<file path="config.mk">
export PLATFORM = sky130hd
export DESIGN_NAME = updown_autorepeat_ctrl
export DESIGN_NICKNAME = d
export VERILOG_FILES = /design/src/rtl/updown_autorepeat_ctrl.sv
export SDC_FILE = /design/constraint.sdc
export NUM_CORES = 1
export LEC_CHECK = 0
export CAP_MARGIN = 20
export CORE_MARGIN = 1.5
export CORE_UTILIZATION = 40
export CTS_CLUSTER_DIAMETER = 40
export CTS_CLUSTER_SIZE = 25
export DETAILED_ROUTE_END_ITERATION = 12
export GPL_TIMING_DRIVEN = 0
export PLACE_DENSITY = 0.62
export SETUP_SLACK_MARGIN = 0.05
export SYNTH_ARGS = -nofsm -noshare
export SYNTH_HDL_FRONTEND = slang
export SYNTH_SLANG_ARGS = --single-unit
</file>
<file path="constraint.sdc">
create_clock -name i_clk -period 3.4 [get_ports i_clk]
set_input_delay 1.02 -clock i_clk [delete_from_list [all_inputs] [get_ports i_clk]]
set_output_delay 1.02 -clock i_clk [all_outputs]
set_load 0.02 [all_outputs]
</file>
<file path="src/rtl/updown_autorepeat_ctrl.sv">
// Up/down key sequencer: one step per press, then auto-repeat while held.
// Arbitrates conflicting keys, applies wrap/saturate limits, holds the count.
module updown_autorepeat_ctrl #(
    parameter int unsigned WIDTH  = 4,
    parameter int unsigned MAXVAL = 15,
    parameter bit          WRAP   = 1'b1,
    parameter int unsigned DLY    = 12_500_000,
    parameter int unsigned RATE   = 2_500_000
) (
    input  logic             i_clk,
    input  logic             i_rst_n,
    input  logic             i_key_up,
    input  logic             i_key_dn,
    input  logic             i_clr,
    output logic [WIDTH-1:0] o_cnt,
    output logic             o_step_up,
    output logic             o_step_dn,
    output logic             o_at_max,
    output logic             o_at_min,
    output logic             o_busy
);

    localparam int unsigned TMAX = (DLY > RATE) ? DLY : RATE;
    localparam int unsigned TW   = $clog2(TMAX + 1);

    typedef enum logic [1:0] {
        ST_IDLE,
        ST_DELAY,
        ST_REPEAT,
        ST_LOCK
    } state_t;

    state_t           r_state;
    state_t           w_state_nx;
    logic [TW-1:0]    r_timer;
    logic [TW-1:0]    w_timer_nx;
    logic             r_dir;
    logic             w_dir_nx;
    logic [WIDTH-1:0] r_cnt;
    logic [WIDTH-1:0] w_cnt_nx;
    logic             r_step_up;
    logic             r_step_dn;
    logic             w_step_up_nx;
    logic             w_step_dn_nx;
    logic             w_step;
    logic             w_step_dir;
    logic             w_req_up;
    logic             w_req_dn;
    logic             w_req;
    logic             w_any_key;
    logic [WIDTH-1:0] w_cnt_max;

    // Conflicting keys cancel; dir 1 = up.
    assign w_req_up  = i_key_up & ~i_key_dn;
    assign w_req_dn  = i_key_dn & ~i_key_up;
    assign w_req     = w_req_up | w_req_dn;
    assign w_any_key = i_key_up | i_key_dn;
    assign w_cnt_max = WIDTH'(MAXVAL);

    always_ff @(posedge i_clk or negedge i_rst_n) begin
        if (!i_rst_n) begin
            r_state   <= ST_IDLE;
            r_timer   <= '0;
            r_dir     <= 1'b0;
            r_cnt     <= '0;
            r_step_up <= 1'b0;
            r_step_dn <= 1'b0;
        end else begin
            r_state   <= w_state_nx;
            r_timer   <= w_timer_nx;
            r_dir     <= w_dir_nx;
            r_cnt     <= w_cnt_nx;
            r_step_up <= w_step_up_nx;
            r_step_dn <= w_step_dn_nx;
        end
    end

    always_comb begin
        w_state_nx   = r_state;
        w_timer_nx   = r_timer;
        w_dir_nx     = r_dir;
        w_cnt_nx     = r_cnt;
        w_step       = 1'b0;
        w_step_dir   = r_dir;
        w_step_up_nx = 1'b0;
        w_step_dn_nx = 1'b0;

        // Clear wins everywhere; a key still down must be released before the next press.
        if (i_clr) begin
            w_cnt_nx   = '0;
            w_timer_nx = '0;
            w_state_nx = w_any_key ? ST_LOCK : ST_IDLE;
        end else begin
            case (r_state)
                ST_IDLE: begin
                    if (w_req) begin
                        w_step     = 1'b1;
                        w_step_dir = w_req_up;
                        w_dir_nx   = w_req_up;
                        w_timer_nx = TW'(DLY - 1);
                        w_state_nx = ST_DELAY;
                    end
                end
                ST_DELAY, ST_REPEAT: begin
                    if (!w_req || (w_req_up != r_dir)) begin
                        w_state_nx = ST_IDLE;
                    end else if (r_timer != '0) begin
                        w_timer_nx = r_timer - TW'(1);
                    end else begin
                        w_step     = 1'b1;
                        w_step_dir = r_dir;
                        w_timer_nx = TW'(RATE - 1);
                        w_state_nx = ST_REPEAT;
                    end
                end
                ST_LOCK: begin
                    if (!w_any_key) begin
                        w_state_nx = ST_IDLE;
                    end
                end
                default: w_state_nx = ST_IDLE;
            endcase

            // Limits: wrap pulses as a normal step, saturate leaves count and pulses quiet.
            if (w_step) begin
                if (w_step_dir) begin
                    if (r_cnt != w_cnt_max) begin
                        w_cnt_nx     = r_cnt + WIDTH'(1);
                        w_step_up_nx = 1'b1;
                    end else if (WRAP) begin
                        w_cnt_nx     = '0;
                        w_step_up_nx = 1'b1;
                    end
                end else begin
                    if (r_cnt != '0) begin
                        w_cnt_nx     = r_cnt - WIDTH'(1);
                        w_step_dn_nx = 1'b1;
                    end else if (WRAP) begin
                        w_cnt_nx     = w_cnt_max;
                        w_step_dn_nx = 1'b1;
                    end
                end
            end
        end
    end

    assign o_cnt     = r_cnt;
    assign o_step_up = r_step_up;
    assign o_step_dn = r_step_dn;
    assign o_at_max  = (r_cnt == w_cnt_max);
    assign o_at_min  = (r_cnt == '0);
    assign o_busy    = (r_state != ST_IDLE);

endmodule

</file>
==> results of run 1 <==
-- kinds of logic after synthesis --
group | synth area share
DFF | 0.380
muxes | 0.0190
and+or+nand+nor | 0.245
adders and majority gates | 0.0518
xor gates and xnor gates | 0.00807
buffers and inverters | 0.0524
AOI/OAI and AO/OA | 0.243
-- metrics by stage --
stage	setup WS, ns	TNS [ns]	area (sq um)	total power (W)
floorplan	0.508	0	2170	0.00192
global placement	-0.534	-3.72	2390	0.00237
detailed placement	-0.564	-4.25	2380	0.00238
CTS	0.0752	0	2470	0.00271
global route	0.0707	0	2480	0.00298
finish	0.198	0	2480	0.00273
-- worst max-delay path by stage --
stage          cells past startpoint  startpoint  slack [ns]                 endpoint
4_1_cts                            9    i_key_up        0.08  r_timer[20]$_DFFE_PN0P_
6_report                           9    i_key_up        0.20  r_timer[20]$_DFFE_PN0P_
5_1_grt                            9    i_key_up        0.07  r_timer[16]$_DFFE_PN0P_
2_1_floorplan                      8    i_key_dn        0.51  r_timer[14]$_DFFE_PN0P_
3_3_place_gp                       9    i_key_up       -0.53  r_timer[14]$_DFFE_PN0P_
3_5_place_dp                       9    i_key_up       -0.56  r_timer[14]$_DFFE_PN0P_
-- layout by cell type, fill, tap and decap left out, types with 3 or more instances in the layout --
| cell type | netlist | routed |
|---|---|---|
| a211oi_1 | 3 | 3 |
| a21oi_1 | 21 | 21 |
| a311oi_1 | 3 | 3 |
| a31oi_1 | 6 | 5 |
| and3_1 | 6 | 5 |
| clkbuf_1 | 11 | 10 |
| clkbuf_8 | 0 | 6 |
| clkdlybuf4s50_1 | 0 | 12 |
| dfrtp_1 | 33 | 33 |
| ha_1 | 9 | 9 |
| inv_1 | 14 | 14 |
| mux2i_1 | 3 | 3 |
| nand2_1 | 14 | 14 |
| nand3_1 | 8 | 8 |
| nand4_1 | 4 | 4 |
| nor2_1 | 14 | 14 |
| nor3_1 | 15 | 15 |
| nor3b_1 | 3 | 3 |
| nor4_1 | 7 | 7 |
| o211ai_1 | 3 | 3 |
| o21a_1 | 4 | 4 |
| o21ai_0 | 12 | 11 |
| o31ai_1 | 6 | 6 |
| or3_1 | 6 | 6 |
| or4_1 | 6 | 6 |
-- what timing repair did --
| action | 4_1_cts | 5_1_grt |
|---|---|---|
| hold buffers | 0 | 0 |
| setup endpoints to repair | 6 | 9 |
| gates resized for setup | 3 | 2 |
-- sequential cells by signal (all words and copies together) (netlist names) --
| signal | cells |
|---|---|
| r_timer | 24 |
| o_cnt | 4 |
| r_state | 2 |
| o_step_dn | 1 |
| o_step_up | 1 |
| r_dir | 1 |
-- critical path, stage by stage --
cell and delay [ns]:
clkdlybuf4s50_1 0.49, inv_1 0.05, ha_1 0.28, clkbuf_1 0.20, and3b_1 0.27, a31oi_2 0.36
clkbuf_1 0.42, nor2_1 0.08, a32o_1 0.22
-- final cells by class --
cell class                      count  area share
Sequential cell                    33       0.333
Tap cell                           70      0.0353
Inverter                           15      0.0227
Multi-Input combinational cell    189       0.502
Timing Repair Buffer               13      0.0505
Buffer                             12      0.0222
Clock buffer                        7      0.0348
-- power breakdown --
group | leakage (nW) | switching (W) | internal, W
registers | 0.445 | 0.000158 | 0.000529
clock network | 0.0443 | 0.000148 | 0.000161
logic | 0.531 | 0.00111 | 0.000633
total | 1.02 | 0.00141 | 0.00132
-- layer usage --
layer	routed length, microns	global-route usage	vias up	share of wire
met4	72	0.0704	0	0.013
met1	2810	0.304	1005	0.50
met5	0	0	-	0
met2	2500	0.298	49	0.44
li1	-	-	994	-
met3	274	0.0405	6	0.048
==> results by group, run 1 <==
Outcome
  – Status: finished clean

Global routing
  – First-pass GRT wire length: 9450 microns
  – Largest net degree at the start of global routing: 34
  – Initial antenna violation count: 0
  – Gr ovfl total: 0
  – Vias in the first global route: 1817
  – Total track usage: 0.206

Cells and area
  – Final core occ: 0.479
  – N_diodes: 0
  – Fillers: 485
  – Total area of sequential cells: 826 sq um
  – P&R area growth vs syn: 14.2%
  – Multi-input logic area: 1240 sq um
  – Nets: 283
  – Layout cell share with drive strength beyond 1: 0.0818
  – Final Non-Filler Cells: 339

Synthesis
  – Cell taking the most area after synthesis: dfrtp_1
  – Top FF cell, synth: dfrtp_1
  – Cells after Synth: 250
  – Commonest cells in the netlist: dfrtp_1 (33), a21oi_1 (21), nor3_1 (15)
  – Yosys cell types: 55
  – Top cell type's share of synthesized area: 0.380
  – Cell Area, Synth: 2170 sq um
  – Synthesized area per cell: 8.69 sq um
  – FF+latch count, synth: 33
  – EDFF count, synth: 0
  – Post-synthesis sequential area ratio: 0.380
  – Top post-synthesis cells by area: dfrtp_1 (38%), ha_1 (5.2%), a21oi_1 (4.8%)
  – Synth warn: 0
  – FFs w/ async S/R, synth: 1.00
  – Top-count cell post-synth: dfrtp_1
  – Syn nets: 264

Drt
  – Antenna viol nets, final: 0
  – Initial DRC count: 219
  – Remaining DRCs: 0
  – WL final: 5660 microns
  – WL per Instance: 16.7 microns
  – Routed vias: 2054
  – Via density: 6.06
  – Pre-antenna DRT Iters: 4

Pwr
  – Worst vdd ir: 0.000628 V
  – Pwr dens: 1100 nW/um^2
  – Leakage power: 1.02 nW

STA
  – Max-slew headroom at the worst pin: 0.411
  – Fin crit period: 3.20 ns
  – Fin. Hold Viols: 0
  – Final period util: 0.942
  – Fmax: 0.312 GHz
  – Final setup viols: 0
  – Hold WS: 0.533 ns
  – Max-slew violations: 0
  – RSZ-0062 raised after global routing: no
  – Final Skew: 0.00422 ns
  – Worst-margin pin slew: 0.875 ns

Critical path
  – Critical path class: input pin to register
  – RR Endpoint: r_timer[19]$_DFFE_PN0P_
  – Startpoint types: input pin
  – R2r setup slk: 0.65 ns
  – CP Max Fanout: 10
  – Worst Setup End Kind: register
  – Req. time, crit path: 3.58 ns
  – CP arrival: 3.38 ns
  – Reg2reg start: r_timer[6]$_DFFE_PN0P_
  – Worst-case reg-to-reg path depth: 5

Place
  – HPWL after DPL: 3820 microns
  – Port bufs: 13
  – Placed Instances: 333
  – Final Wtd Congestion: 0.826

Worst hold path
  – Hold EP: r_timer[0]$_DFFE_PN0P_
  – Hold path start: r_timer[0]$_DFFE_PN0P_
  – Worst Hold Depth: 1
  – Hold Path Class: register to register

Floorplan
  – Num rows: 26
  – Initial core utilization: 0.420
  – Die Y: 76.7 microns
  – Die area: 5880 sq um
  – Ports: 14
  – Die X: 76.7 microns
  – Core Area: 5170 sq um

Clock network
  – CTS sink cnt: 33
  – Clock root buffer: clkbuf_8
  – H-tree lvl count: 2
  – Postcts setup bufs: 0
  – CTS Buf Count: 5
  – CTS tree: yes
  – Clock buffer depth: 2
  – Clk slew on worst S/H paths: 0.07 ns
  – Later-pin clock latency in the skew report: 0.29 ns

Run
  – Count of maximum capacitance violations: 0
Note: power is estimated with default switching activity, not from simulation.
==> inputs of run 2 (changes only) <==
Settings changed: MAX_ROUTING_LAYER set to met4, SKIP_LAST_GASP set to 1.
==> results by group, run 2 (synthesized netlist as in run 1, its figures left out) <==
Drt
  – Via density: 6.08
  – WL final: 5660 microns
  – Initial DRC count: 219
  – Routed vias: 2061
  – Pre-antenna DRT Iters: 4
  – Antenna viol nets, final: 0
  – Remaining DRCs: 0
  – WL per Instance: 16.7 microns

STA
  – Setup WS post-layout: 0.201 ns
  – Final period util: 0.941
  – Final setup viols: 0
  – Worst-margin pin slew: 0.874 ns
  – Fin crit period: 3.20 ns
  – Final Skew: 0.00422 ns
  – Fmax: 0.313 GHz
  – Max-slew headroom at the worst pin: 0.412
  – Max-slew violations: 0
  – Fin. Hold Viols: 0
  – Hold WS: 0.533 ns
  – RSZ-0062 raised after global routing: no

Place
  – Worst slack, placed: -0.564 ns
  – Port bufs: 13
  – HPWL after DPL: 3820 microns
  – Final Wtd Congestion: 0.839

Cells and area
  – Max FFs per register: 24
  – Layout cell share with drive strength beyond 1: 0.0818
  – Final core occ: 0.479
  – Fillers: 485
  – Biggest register: r_timer
  – Most frequent cells in the layout: dfrtp_1 (33), a21oi_1 (21), nor3_1 (15)
  – Nets: 283
  – N_diodes: 0
  – Total area of sequential cells: 826 sq um
  – Multi-input logic area: 1240 sq um
  – P&R area growth vs syn: 14.2%
  – Commonest non-fill, non-tap cell in the layout: dfrtp_1

Pwr
  – Clk pwr share: 0.113
  – Worst vdd ir: 0.000628 V
  – Internal power: 0.00132 W
  – Switch Pwr: 0.00141 W
  – Logic gate share of total power: 0.635
  – Pwr dens: 1100 nW/um^2
  – Switching Fraction: 0.517
  – Leakage power: 1.02 nW
  – Reg power frac: 0.251

Floorplan
  – Die X: 76.7 microns
  – Num rows: 26
  – Ports: 14
  – Initial core utilization: 0.420
  – Core Area: 5170 sq um
  – Die area: 5880 sq um
  – Die Y: 76.7 microns

Clock network
  – Clk slew on worst S/H paths: 0.07 ns
  – CTS Buf Count: 5
  – H-tree lvl count: 2
  – CTS hold repair buffers: 0
  – CTS tree: yes
  – CTS sink cnt: 33
  – Later-pin clock latency in the skew report: 0.29 ns
  – Postcts setup bufs: 0
  – Clock buffer depth: 2
  – Clock root buffer: clkbuf_8

Critical path
  – Startpoint types: input pin
  – CP max stage delay: 0.49 ns
  – Most used cell, CP: clkbuf_1
  – Cell family with most CP delay: buffers and inverters
  – Critical Path, Cell by Cell: clkdlybuf4s50_1 > inv_1 > ha_1 > clkbuf_1 > and3b_1 > a31oi_2 > clkbuf_1 > nor2_1 > a32o_1
  – Worst Setup End Kind: register
  – CP arrival: 3.38 ns
  – Critical path class: input pin to register
  – Critical path buffer and inverter count: 4
  – Slowest cell on the critical path: clkdlybuf4s50_1
  – Req. time, crit path: 3.58 ns
  – CP Max Fanout: 10

Outcome
  – Status: finished clean

Global routing
  – Total track usage: 0.212
  – Vias in the first global route: 1818
  – Gr ovfl total: 0
  – First-pass GRT wire length: 9460 microns
  – Largest net degree at the start of global routing: 34
  – Initial antenna violation count: 0

Run
  – Count of maximum capacitance violations: 0

Worst hold path
  – Hold Path Class: register to register
run 2: layout make-up:
| class | instances | area share |
|---|---|---|
| flip-flops and latches | 33 | 0.333 |
| clock buffers | 7 | 0.0348 |
| well taps | 70 | 0.0353 |
| repair buffers | 13 | 0.0505 |
| inverters | 15 | 0.0227 |
| plain buffers | 12 | 0.0222 |
| multi-input cells | 189 | 0.502 |
run 2: routing by layer:
| layer | GRT usage | part of all wire |
|---|---|---|
| met1 | 0.304 | 0.50 |
| met2 | 0.298 | 0.44 |
| met3 | 0.0405 | 0.047 |
| met4 | 0.0704 | 0.013 |
| met5 | - | 0 |
run 2: worst paths after layout:
kind / startpoint / end / slack (ns) / cells past startpoint
worst min register to register: r_timer[0]$_DFFE_PN0P_ / r_timer[0]$_DFFE_PN0P_ / 0.53 / 1
min in group asynchronous: i_rst_n / o_step_dn$_DFF_PN0_ / 0.79 / 1
worst max-delay path: i_key_up / r_timer[20]$_DFFE_PN0P_ / 0.20 / 9
worst min-delay path: r_timer[0]$_DFFE_PN0P_ / r_timer[0]$_DFFE_PN0P_ / 0.53 / 1
worst max register to register: r_timer[6]$_DFFE_PN0P_ / r_timer[19]$_DFFE_PN0P_ / 0.65 / 5
max in group asynchronous: i_rst_n / r_timer[20]$_DFFE_PN0P_ / 2.11 / 1
run 2: power groups by stage:
stage	Combinational [W]	Sequential (W)	Clock [W]
6_report	0.00174	0.000688	0.000310
5_1_grt	0.00193	0.000714	0.000337
4_1_cts	0.00170	0.000685	0.000320
3_5_place_dp	0.00169	0.000689	0
3_3_place_gp	0.00168	0.000687	0
2_1_floorplan	0.00125	0.000673	0
run 2: through the flow:
| step | power (W) | area [sq um] | std cells | TNS (ns) |
|---|---|---|---|---|
| 5_1_grt | 0.00298 | 2480 | 339 | 0 |
| 4_1_cts | 0.00271 | 2470 | 339 | 0 |
| 3_3_place_gp | 0.00237 | 2390 | 333 | -3.72 |
| 3_5_place_dp | 0.00238 | 2380 | 333 | -4.25 |
| 2_1_floorplan | 0.00192 | 2170 | 250 | 0 |
| 6_report | 0.00274 | 2480 | 339 | 0 |
run 2: what timing repair did:
item                       4_1_cts  5_1_grt
resized for setup                3        2
hold endpoints to repair         0        0
setup endpoints to repair        6        9
pin swaps                        0        0
==> inputs of run 3 (changes only) <==
Settings changed: ABC_CLOCK_PERIOD_IN_PS set to 3400, SKIP_LAST_GASP 1 to not set.
==> results of run 3 <==
No change in the layout: final DEF, timing and power equal those of run 2.
